--- config.mk ---
export PLATFORM = sky130hd
export DESIGN_NAME = m68k_bus_snapshot_flat
export DESIGN_NICKNAME = d
export VERILOG_FILES = /design/src/rtl/m68k_bus_snapshot_if.sv /design/src/rtl/m68k_bus_snapshot.sv /design/src/flat_wrapper.sv
export SDC_FILE = /design/constraint.sdc
export NUM_CORES = 1
export LEC_CHECK = 0
export ABC_CLOCK_PERIOD_IN_PS = 4900
export CAP_MARGIN = 20
export CORE_UTILIZATION = 25
export CTS_CLUSTER_SIZE = 14
export DETAILED_ROUTE_END_ITERATION = 6
export GPL_TIMING_DRIVEN = 0
export SLEW_MARGIN = 20
export SYNTH_ARGS = -nofsm -noshare
export SYNTH_HDL_FRONTEND = slang
export SYNTH_SLANG_ARGS = --single-unit
--- constraint.sdc ---
create_clock -name CLK_IN -period 4.9 [get_ports CLK_IN]
set_input_delay 0.735 -clock CLK_IN [delete_from_list [all_inputs] [get_ports CLK_IN]]
set_output_delay 0.735 -clock CLK_IN [all_outputs]
set_load 0.005 [all_outputs]
--- src/rtl/m68k_bus_snapshot_if.sv ---
// Signal bundle between the 68000 pins / SPI monitor and m68k_bus_snapshot.
// The master side drives the CPU bus and the monitor control byte; the slave side is the snapshot block.
interface m68k_bus_snapshot_if;
  logic        AS_N_IN;
  logic        UDS_N_IN;
  logic        LDS_N_IN;
  logic        RW_IN;
  logic [22:0] ADDR_IN;
  logic [15:0] DATA_IN;
  logic [7:0]  CONTROL_IN;
  logic [23:0] SNAP_ADDR;
  logic [15:0] SNAP_DATA;
  logic [7:0]  SNAP_SIGNAL;
  logic        DTACK_N;

  modport master (
    output AS_N_IN, UDS_N_IN, LDS_N_IN, RW_IN, ADDR_IN, DATA_IN, CONTROL_IN,
    input  SNAP_ADDR, SNAP_DATA, SNAP_SIGNAL, DTACK_N
  );

  modport slave (
    input  AS_N_IN, UDS_N_IN, LDS_N_IN, RW_IN, ADDR_IN, DATA_IN, CONTROL_IN,
    output SNAP_ADDR, SNAP_DATA, SNAP_SIGNAL, DTACK_N
  );
endinterface

--- src/rtl/m68k_bus_snapshot.sv ---
// Captures each 68000 bus cycle into a stable snapshot for the SPI monitor and
// withholds DTACK in single-step mode until the host grants a step.
module m68k_bus_snapshot #(
  parameter int unsigned SETTLE_CYCLES = 2,  // 1..15
  parameter int unsigned SYNC_STAGES   = 2   // 2..3
) (
  input  logic               CLK_IN,
  input  logic               RESET_IN,
  m68k_bus_snapshot_if.slave bus
);

  typedef enum logic [1:0] {
    IDLE      = 2'd0,
    SETTLE    = 2'd1,
    WAIT_STEP = 2'd2,
    ACK       = 2'd3
  } state_e;

  // Strobe lanes: [0] AS_N, [1] UDS_N, [2] LDS_N. Control lanes: [0] STEP_MODE, [1] STEP, [2] FREEZE.
  logic [SYNC_STAGES-1:0][2:0] strb_sync_q;
  logic [SYNC_STAGES-1:0][2:0] ctrl_sync_q;
  logic [2:0]  strb_s;
  logic [2:0]  ctrl_s;
  logic        as_n_s, uds_n_s, lds_n_s;
  logic        step_mode_s, step_tgl_s, freeze_s;
  logic        step_prev_q;
  logic        step_grant;

  state_e      state_q, state_d;
  logic [3:0]  cnt_q, cnt_d;
  logic        dtack_n_q, dtack_n_d;
  logic        capture;

  logic [23:0] snap_addr_q;
  logic [15:0] snap_data_q;
  logic [2:0]  snap_lo_q;
  logic [2:0]  seq_q;

  logic [4:0]  unused_ctrl;
  assign unused_ctrl = bus.CONTROL_IN[7:3];

  // NOTE: sequential state uses <= so every flop samples pre-edge values; = here would chain the sync stages into one.
  always_ff @(posedge CLK_IN or posedge RESET_IN) begin
    if (RESET_IN) begin
      strb_sync_q <= '1;
      ctrl_sync_q <= '0;
      step_prev_q <= 1'b0;
    end else begin
      strb_sync_q <= {strb_sync_q[SYNC_STAGES-2:0], {bus.LDS_N_IN, bus.UDS_N_IN, bus.AS_N_IN}};
      ctrl_sync_q <= {ctrl_sync_q[SYNC_STAGES-2:0], bus.CONTROL_IN[2:0]};
      step_prev_q <= ctrl_s[1];
    end
  end

  assign strb_s      = strb_sync_q[SYNC_STAGES-1];
  assign ctrl_s      = ctrl_sync_q[SYNC_STAGES-1];
  assign as_n_s      = strb_s[0];
  assign uds_n_s     = strb_s[1];
  assign lds_n_s     = strb_s[2];
  assign step_mode_s = ctrl_s[0];
  assign step_tgl_s  = ctrl_s[1];
  assign freeze_s    = ctrl_s[2];
  // Either edge of the toggle is a grant; it only matters in WAIT_STEP, so grants elsewhere are lost.
  assign step_grant  = step_tgl_s ^ step_prev_q;

  // NOTE: every always_comb output gets a default first so no path leaves it unassigned (no latches).
  always_comb begin
    state_d = state_q;
    cnt_d   = cnt_q;
    capture = 1'b0;
    unique case (state_q)
      IDLE: begin
        if (!as_n_s && (!uds_n_s || !lds_n_s)) begin
          state_d = SETTLE;
          cnt_d   = 4'(SETTLE_CYCLES);
        end
      end
      SETTLE: begin
        if (as_n_s) begin
          state_d = IDLE;
        end else if (cnt_q == 4'd0) begin
          capture = !freeze_s;
          state_d = step_mode_s ? WAIT_STEP : ACK;
        end else begin
          cnt_d = cnt_q - 4'd1;
        end
      end
      WAIT_STEP: begin
        if (as_n_s)                         state_d = IDLE;
        else if (step_grant || !step_mode_s) state_d = ACK;
      end
      ACK: begin
        if (as_n_s) state_d = IDLE;
      end
      default: state_d = IDLE;
    endcase
    dtack_n_d = (state_d != ACK);
  end

  // NOTE: the snapshot registers are reset too, because the host may read them over SPI before the first bus cycle.
  always_ff @(posedge CLK_IN or posedge RESET_IN) begin
    if (RESET_IN) begin
      state_q     <= IDLE;
      cnt_q       <= '0;
      dtack_n_q   <= 1'b1;
      snap_addr_q <= '0;
      snap_data_q <= '0;
      snap_lo_q   <= '0;
      seq_q       <= '0;
    end else begin
      state_q   <= state_d;
      cnt_q     <= cnt_d;
      dtack_n_q <= dtack_n_d;
      if (capture) begin
        snap_addr_q <= {bus.ADDR_IN, 1'b0};
        snap_data_q <= bus.DATA_IN;
        snap_lo_q   <= {lds_n_s, uds_n_s, bus.RW_IN};
        seq_q       <= seq_q + 3'd1;
      end
    end
  end

  assign bus.SNAP_ADDR   = snap_addr_q;
  assign bus.SNAP_DATA   = snap_data_q;
  assign bus.SNAP_SIGNAL = {seq_q, step_mode_s, (state_q == WAIT_STEP), snap_lo_q};
  assign bus.DTACK_N     = dtack_n_q;

endmodule

--- src/flat_wrapper.sv ---
// flat-port wrapper written by rule: the top's interface ports become plain ports
module m68k_bus_snapshot_flat 
#(
  parameter int unsigned SETTLE_CYCLES = 2,          
  parameter int unsigned SYNC_STAGES   = 2          
)
  (CLK_IN, RESET_IN, bus_AS_N_IN, bus_UDS_N_IN, bus_LDS_N_IN, bus_RW_IN, bus_ADDR_IN, bus_DATA_IN, bus_CONTROL_IN, bus_SNAP_ADDR, bus_SNAP_DATA, bus_SNAP_SIGNAL, bus_DTACK_N);
  m68k_bus_snapshot_if bus_i ();
  input  logic CLK_IN;
  input  logic RESET_IN;
  input wire logic [$bits(bus_i.AS_N_IN)-1:0] bus_AS_N_IN;
  input wire logic [$bits(bus_i.UDS_N_IN)-1:0] bus_UDS_N_IN;
  input wire logic [$bits(bus_i.LDS_N_IN)-1:0] bus_LDS_N_IN;
  input wire logic [$bits(bus_i.RW_IN)-1:0] bus_RW_IN;
  input wire logic [$bits(bus_i.ADDR_IN)-1:0] bus_ADDR_IN;
  input wire logic [$bits(bus_i.DATA_IN)-1:0] bus_DATA_IN;
  input wire logic [$bits(bus_i.CONTROL_IN)-1:0] bus_CONTROL_IN;
  output wire logic [$bits(bus_i.SNAP_ADDR)-1:0] bus_SNAP_ADDR;
  output wire logic [$bits(bus_i.SNAP_DATA)-1:0] bus_SNAP_DATA;
  output wire logic [$bits(bus_i.SNAP_SIGNAL)-1:0] bus_SNAP_SIGNAL;
  output wire logic [$bits(bus_i.DTACK_N)-1:0] bus_DTACK_N;
  assign bus_i.AS_N_IN = bus_AS_N_IN;
  assign bus_i.UDS_N_IN = bus_UDS_N_IN;
  assign bus_i.LDS_N_IN = bus_LDS_N_IN;
  assign bus_i.RW_IN = bus_RW_IN;
  assign bus_i.ADDR_IN = bus_ADDR_IN;
  assign bus_i.DATA_IN = bus_DATA_IN;
  assign bus_i.CONTROL_IN = bus_CONTROL_IN;
  assign bus_SNAP_ADDR = bus_i.SNAP_ADDR;
  assign bus_SNAP_DATA = bus_i.SNAP_DATA;
  assign bus_SNAP_SIGNAL = bus_i.SNAP_SIGNAL;
  assign bus_DTACK_N = bus_i.DTACK_N;
  m68k_bus_snapshot #(.SETTLE_CYCLES(SETTLE_CYCLES), .SYNC_STAGES(SYNC_STAGES)) u_core (.CLK_IN(CLK_IN), .RESET_IN(RESET_IN), .bus(bus_i));
endmodule
; Word level (Yosys, flattened, before mapping)
; Cells that the tools add are included.
[totals]
ram_bits = 0
elab_cells = 49
in_bits = 53
register_bits = 65
mem_bits_ro = 0
mem_count = 0
output_inout_bits = 49
latch_bits = 0
[classes]
reduce_logical = 12
n_bitwise = 1
n_eq_ne = 7
shift = 0
n_div = 0
muxes = 15
n_mul = 0
magnitude_cmp = 0
n_addsub = 2
[ops]
columns = operator, n
row1 = two-way mux 2 bit, 6
row2 = two-way mux 4 bit, 3
row3 = one-hot mux 2 bit (4 select lines), 1
row4 = one-hot mux 4 bit (2 select lines), 1
row5 = "!= test 2 bit, second input constant", 3
row6 = zero test 1 bit, 5
row7 = "== test 2 bit, second input constant", 2
row8 = zero test 4 bit, 1
row9 = two-way mux 1 bit, 4
row10 = AND reduction 4 bit, 1
row11 = "subtractor 4 x 1 -> 4 bit, second input constant", 1
row12 = "adder 3 x 1 -> 3 bit, second input constant", 1
row13 = "== test 2 x 1 -> 1 bit, second input constant", 1
row14 = zero test 2 bit, 1
row15 = logical OR 1 bit, 2
row16 = "!= test 2 x 1 -> 1 bit, second input constant", 1
row17 = nonzero test 2 bit, 1
row18 = logical AND 1 bit, 1
row19 = bitwise XOR 1 bit, 1

; Depth between registers and ports, before layout
[depth]
word_depth = 6
depth_mapped = 6
ltp_nobuf = 5

; Worst setup path before layout
; Ideal clock, no wire load.
[synth_path]
path_type = reg-to-reg
from = reg u_core.cnt_q[0]
to = reg u_core.snap_addr_q[10], in the netlist u_core.bus.SNAP_ADDR[10]
stages_incl_launch_ff = 7
t_arrival_ns = 1.543
path_buffers = 1
setup_ns = 0.125
path_slack_ns = 3.232
path_cell_list = dfrtp_1 inv_1 ha_1 and4bb_4 nand3b_4 buf_6 mux2_4
[synth_between]
elab_chain_len = 4
[synth_rtl]
columns = item, line_no
row1 = "start, declared", m68k_bus_snapshot.sv:30  ; logic [3:0] cnt_q, cnt_d;
row2 = "start signal, assigned", m68k_bus_snapshot.sv:112  ; cnt_q <= cnt_d;
row3 = zero test 4 bit, m68k_bus_snapshot.sv:81  ; end else if (cnt_q == 4'd0) begin
row4 = two-way mux 1 bit, m68k_bus_snapshot.sv:81
row5 = two-way mux 1 bit, m68k_bus_snapshot.sv:79  ; if (as_n_s) begin
row6 = two-way mux 1 bit, m68k_bus_snapshot.sv:71  ; unique case (state_q)
row7 = "end signal, assigned", m68k_bus_snapshot.sv:115  ; snap_addr_q <= {bus.ADDR_IN, 1'b0};
row8 = "end, declared", m68k_bus_snapshot.sv:34  ; logic [23:0] snap_addr_q;
; No other way between the ends.
; A chain may end at the register's enable or synchronous reset.

; Worst setup path in the final report
[layout_path]
from = reg u_core.state_q[1]
to = out bus_SNAP_SIGNAL[3]
[layout_between]
elab_chain_len = 1
[layout_rtl]
columns = item, line_no
row1 = "start, declared", m68k_bus_snapshot.sv:29  ; state_e state_q, state_d;
row2 = "start signal, assigned", m68k_bus_snapshot.sv:111  ; state_q <= state_d;
row3 = == test 2 bit, m68k_bus_snapshot.sv:125  ; assign bus.SNAP_SIGNAL = {seq_q, step_mode_s, (state_q == WAIT_STEP), snap_lo_q};
row4 = "end, declared", flat_wrapper.sv:20  ; output wire logic [$bits(bus_i.SNAP_SIGNAL)-1:0] bus_SNAP_SIGNAL;
; No other way between the ends.

==> metrics.txt <==
min-delay worst type reg -> reg; H-tree levels 3; pwr/cell area 550.1 nW/um^2; final setup vio count 0; cell row count 37; utilization after layout 38.96%; hold_buf cts 0; Synth Area in XOR/XNOR 1.001%; Slowest Stage Delay on Critical Path 0.50 ns; hpwl dp 3.851 mm; antenna cells 0; Avg Inst Size Synth 16.93 sq um; final slew viol count 0; worst-path maximum fanout 8; post-CTS setup buffers 0; I/O Pins 102; die height 104.4 um; Initial Util 25.65%; Placed Area 3767 sq um; Fin Setup TNS 0 ns; Die W 104.4 um; DRT met1 WL 2.383 mm; DR iter-0 viols 32; Setup CP Type reg -> out; hold path cells 0; R2R cell count 6; Final Cell Area 3986 sq um; core area 10230 sq um; Synth Cell Area 2624 sq um; antenna-violating nets left 0; initial antenna violation count 0; synth top area cells dfrtp_1 55%, mux2_4 22%, dfstp_2 7.0%; Slowest-stage cell, CP clkdlybuf4s50_1; largest net degree at the start of global routing 34; drt drc 0; Arr. time, crit path 1.63 ns; Port Buffers 95; global placer's final weighted congestion 0.7210; critical path required time 4.16 ns; clock buffer count from CTS 9; sequential-to-total area share from yosys stat 62.33%; average wire per standard cell 13.73 um; delay-heaviest family, CP buffers and inverters; Hold EP u_core.strb_s[2]$_DFF_PP1_; Synth top area share 55.32%; Met3 Routed Length 447 um; top cell type by total area after synthesis dfrtp_1; Worst VDD drop 210.8 uV; Mapped Nets 211; via density per instance 4.015; dpl ws 2.895 ns; nature of the critical path startpoint flop; GRT Total Usage 11.00%; Tcrit/Tclk final 48.30%; layout cells sized above 1 29.21%; DRT Pass-1 Iters 4; vias 1618; Total Nets Final 318; metal2 WL 2.587 mm; Sequential Area 1635 sq um; RSZ-0062 raised after global routing no; Routed WL 5.533 mm; min cycle time layout 2.366 ns; Die ar. 10910 sq um; CP Buf/Inv Count 2; CTS root buffer clkbuf_8; R2R Path End u_core.bus.SNAP_ADDR[23]$_DFFE_PP0P_; multi-input combinational cell area 913.4 sq um; main combinational cell family by area after synthesis multiplexers; Cell Count, Final, Fillers Out 403; number of global-route vias before repair 1817; clock latency at the later pin of the worst-skew pair 0.34 ns; post-synthesis compound-gate area fraction 3.100%; most common cell after layout, fill and taps aside clkdlybuf4s50_1; CP Capture Type primary output; number of gates resized after CTS 0; Post-Synth Simple-Gate Area 5.103%; CP cell instances clkbuf_1 -> and2b_1 -> clkdlybuf4s50_1; final setup margin 2.534 ns; multiplexer share of the synthesized area 24.03%; total grt overflow 0; worst hold start u_core.strb_sync_q[2]$_DFF_PP1_; top sig layer met4; first-pass GRT wire length 9.183 mm; Max-cap violations 0; Clock Sinks 65; Max Clock Skew 0.008909 ns; Yosys reg bits 65; Ys Warns 0; Cell variety after synth 32; Clock Path Buffers 2; Static Leak 1.811 nW; status completed; Max Clk Rate 422.6 MHz; Synth Area in Adders 1.431%; clk slew on worst S/H paths 0.08 ns; FILL cells 970; cells after synthesis 155; final hold vios 0; reg-to-reg startpoint u_core.cnt_q[0]$_DFFE_PP0P_; CTS tree built; FF-to-FF setup slack 3.03 ns; most frequent cells in the layout 95 x clkdlybuf4s50_1, 58 x dfrtp_1, 39 x mux2_4, 9 x clkbuf_8, 7 x dfstp_2; Placed Cells 387; Area Overhead vs Synth 51.93%
==> sequential cells by signal, summed over array words and instances, names as in the netlist <==
| signal | flops |
|---|---|
| u_core.bus.DTACK_N | 1 |
| u_core.bus.SNAP_ADDR | 23 |
| u_core.bus.SNAP_DATA | 16 |
| u_core.cnt_q | 4 |
| u_core.ctrl_s | 3 |
| u_core.ctrl_sync_q | 3 |
| u_core.seq_q | 3 |
| u_core.snap_lo_q | 3 |
| u_core.state_q | 2 |
| u_core.step_prev_q | 1 |
| u_core.strb_s | 3 |
| u_core.strb_sync_q | 3 |
==> how the worst max path moves through the flow <==
| stage | start | to | slack (ns) | cells after the start |
|---|---|---|---|---|
| finish | u_core.state_q[1]$_DFF_PP0_ | bus_SNAP_SIGNAL[3] | 2.53 | 3 |
| global route | u_core.state_q[1]$_DFF_PP0_ | bus_SNAP_SIGNAL[3] | 2.41 | 3 |
| detailed placement | u_core.state_q[1]$_DFF_PP0_ | bus_SNAP_SIGNAL[3] | 2.89 | 3 |
| global placement | RESET_IN | u_core.bus.SNAP_ADDR[1]$_DFFE_PP0P_ | 1.27 | 2 |
| CTS | u_core.state_q[1]$_DFF_PP0_ | bus_SNAP_SIGNAL[3] | 2.50 | 3 |
| floorplan | RESET_IN | u_core.bus.SNAP_ADDR[10]$_DFFE_PP0P_ | 2.55 | 1 |
==> stage by stage <==
step / hold slack [ns] / power, mW
global route: 0.3543 / 2.326
global placement: 0.3365 / 1.686
floorplan: 0.3312 / 1.217
finish: 0.3499 / 2.193
detailed placement: 0.3358 / 1.698
CTS: 0.3510 / 2.229
==> routing by layer <==
layer	GRT usage (%)	vias up
li1	-	758
met4	5.510	0
met2	16.46	61
met3	4.950	10
met5	0	-
met1	13.31	789
==> report_power, final <==
| part | leakage (nW) | internal (mW) | switching (mW) |
|---|---|---|---|
| combinational | 0.940 | 0.605 | 0.202 |
| clock | 0.109 | 0.286 | 0.219 |
| sequential | 0.762 | 0.748 | 0.134 |
==> cells in the mapped netlist <==
cell	count
or3b_2	1
and3b_1	1
and2_1	1
ha_1	3
and4bb_4	1
mux2_4	39
nand4b_1	1
buf_4	2
nand2b_1	1
dfstp_2	7
a32o_1	1
mux2_2	4
conb_1	1
nor4b_1	1
a21oi_1	4
nor3_1	2
nor4_1	1
nand4_1	1
nor2_2	1
nand3b_4	1
xnor2_1	3
buf_6	4
clkbuf_1	1
and2b_1	1
nor2b_1	1
nor2_1	2
inv_1	3
o21ai_0	2
a31oi_1	3
dfrtp_1	58
o31ai_1	1
o21a_1	2
==> layout make-up <==
cell class                 count  area share [%]
sequential                    65           41.02
timing repair buffer          96           24.36
multi-input combinational     80           22.91
tap                          136           4.269
clock buffer                   9           3.107
clock inverter                 7           2.385
buffer                         7           1.601
inverter                       3          0.3453
==> logic make-up after synthesis <==
family	count (synthesis)
AO/OA/AOI/OAI	13
XOR/XNOR	3
adder cells (fa/ha/maj)	3
buffers and inverters	10
flip-flops	65
multiplexers	43
other	1
AND/OR/NAND/NOR	17
(Power assumes the default switching activity.)
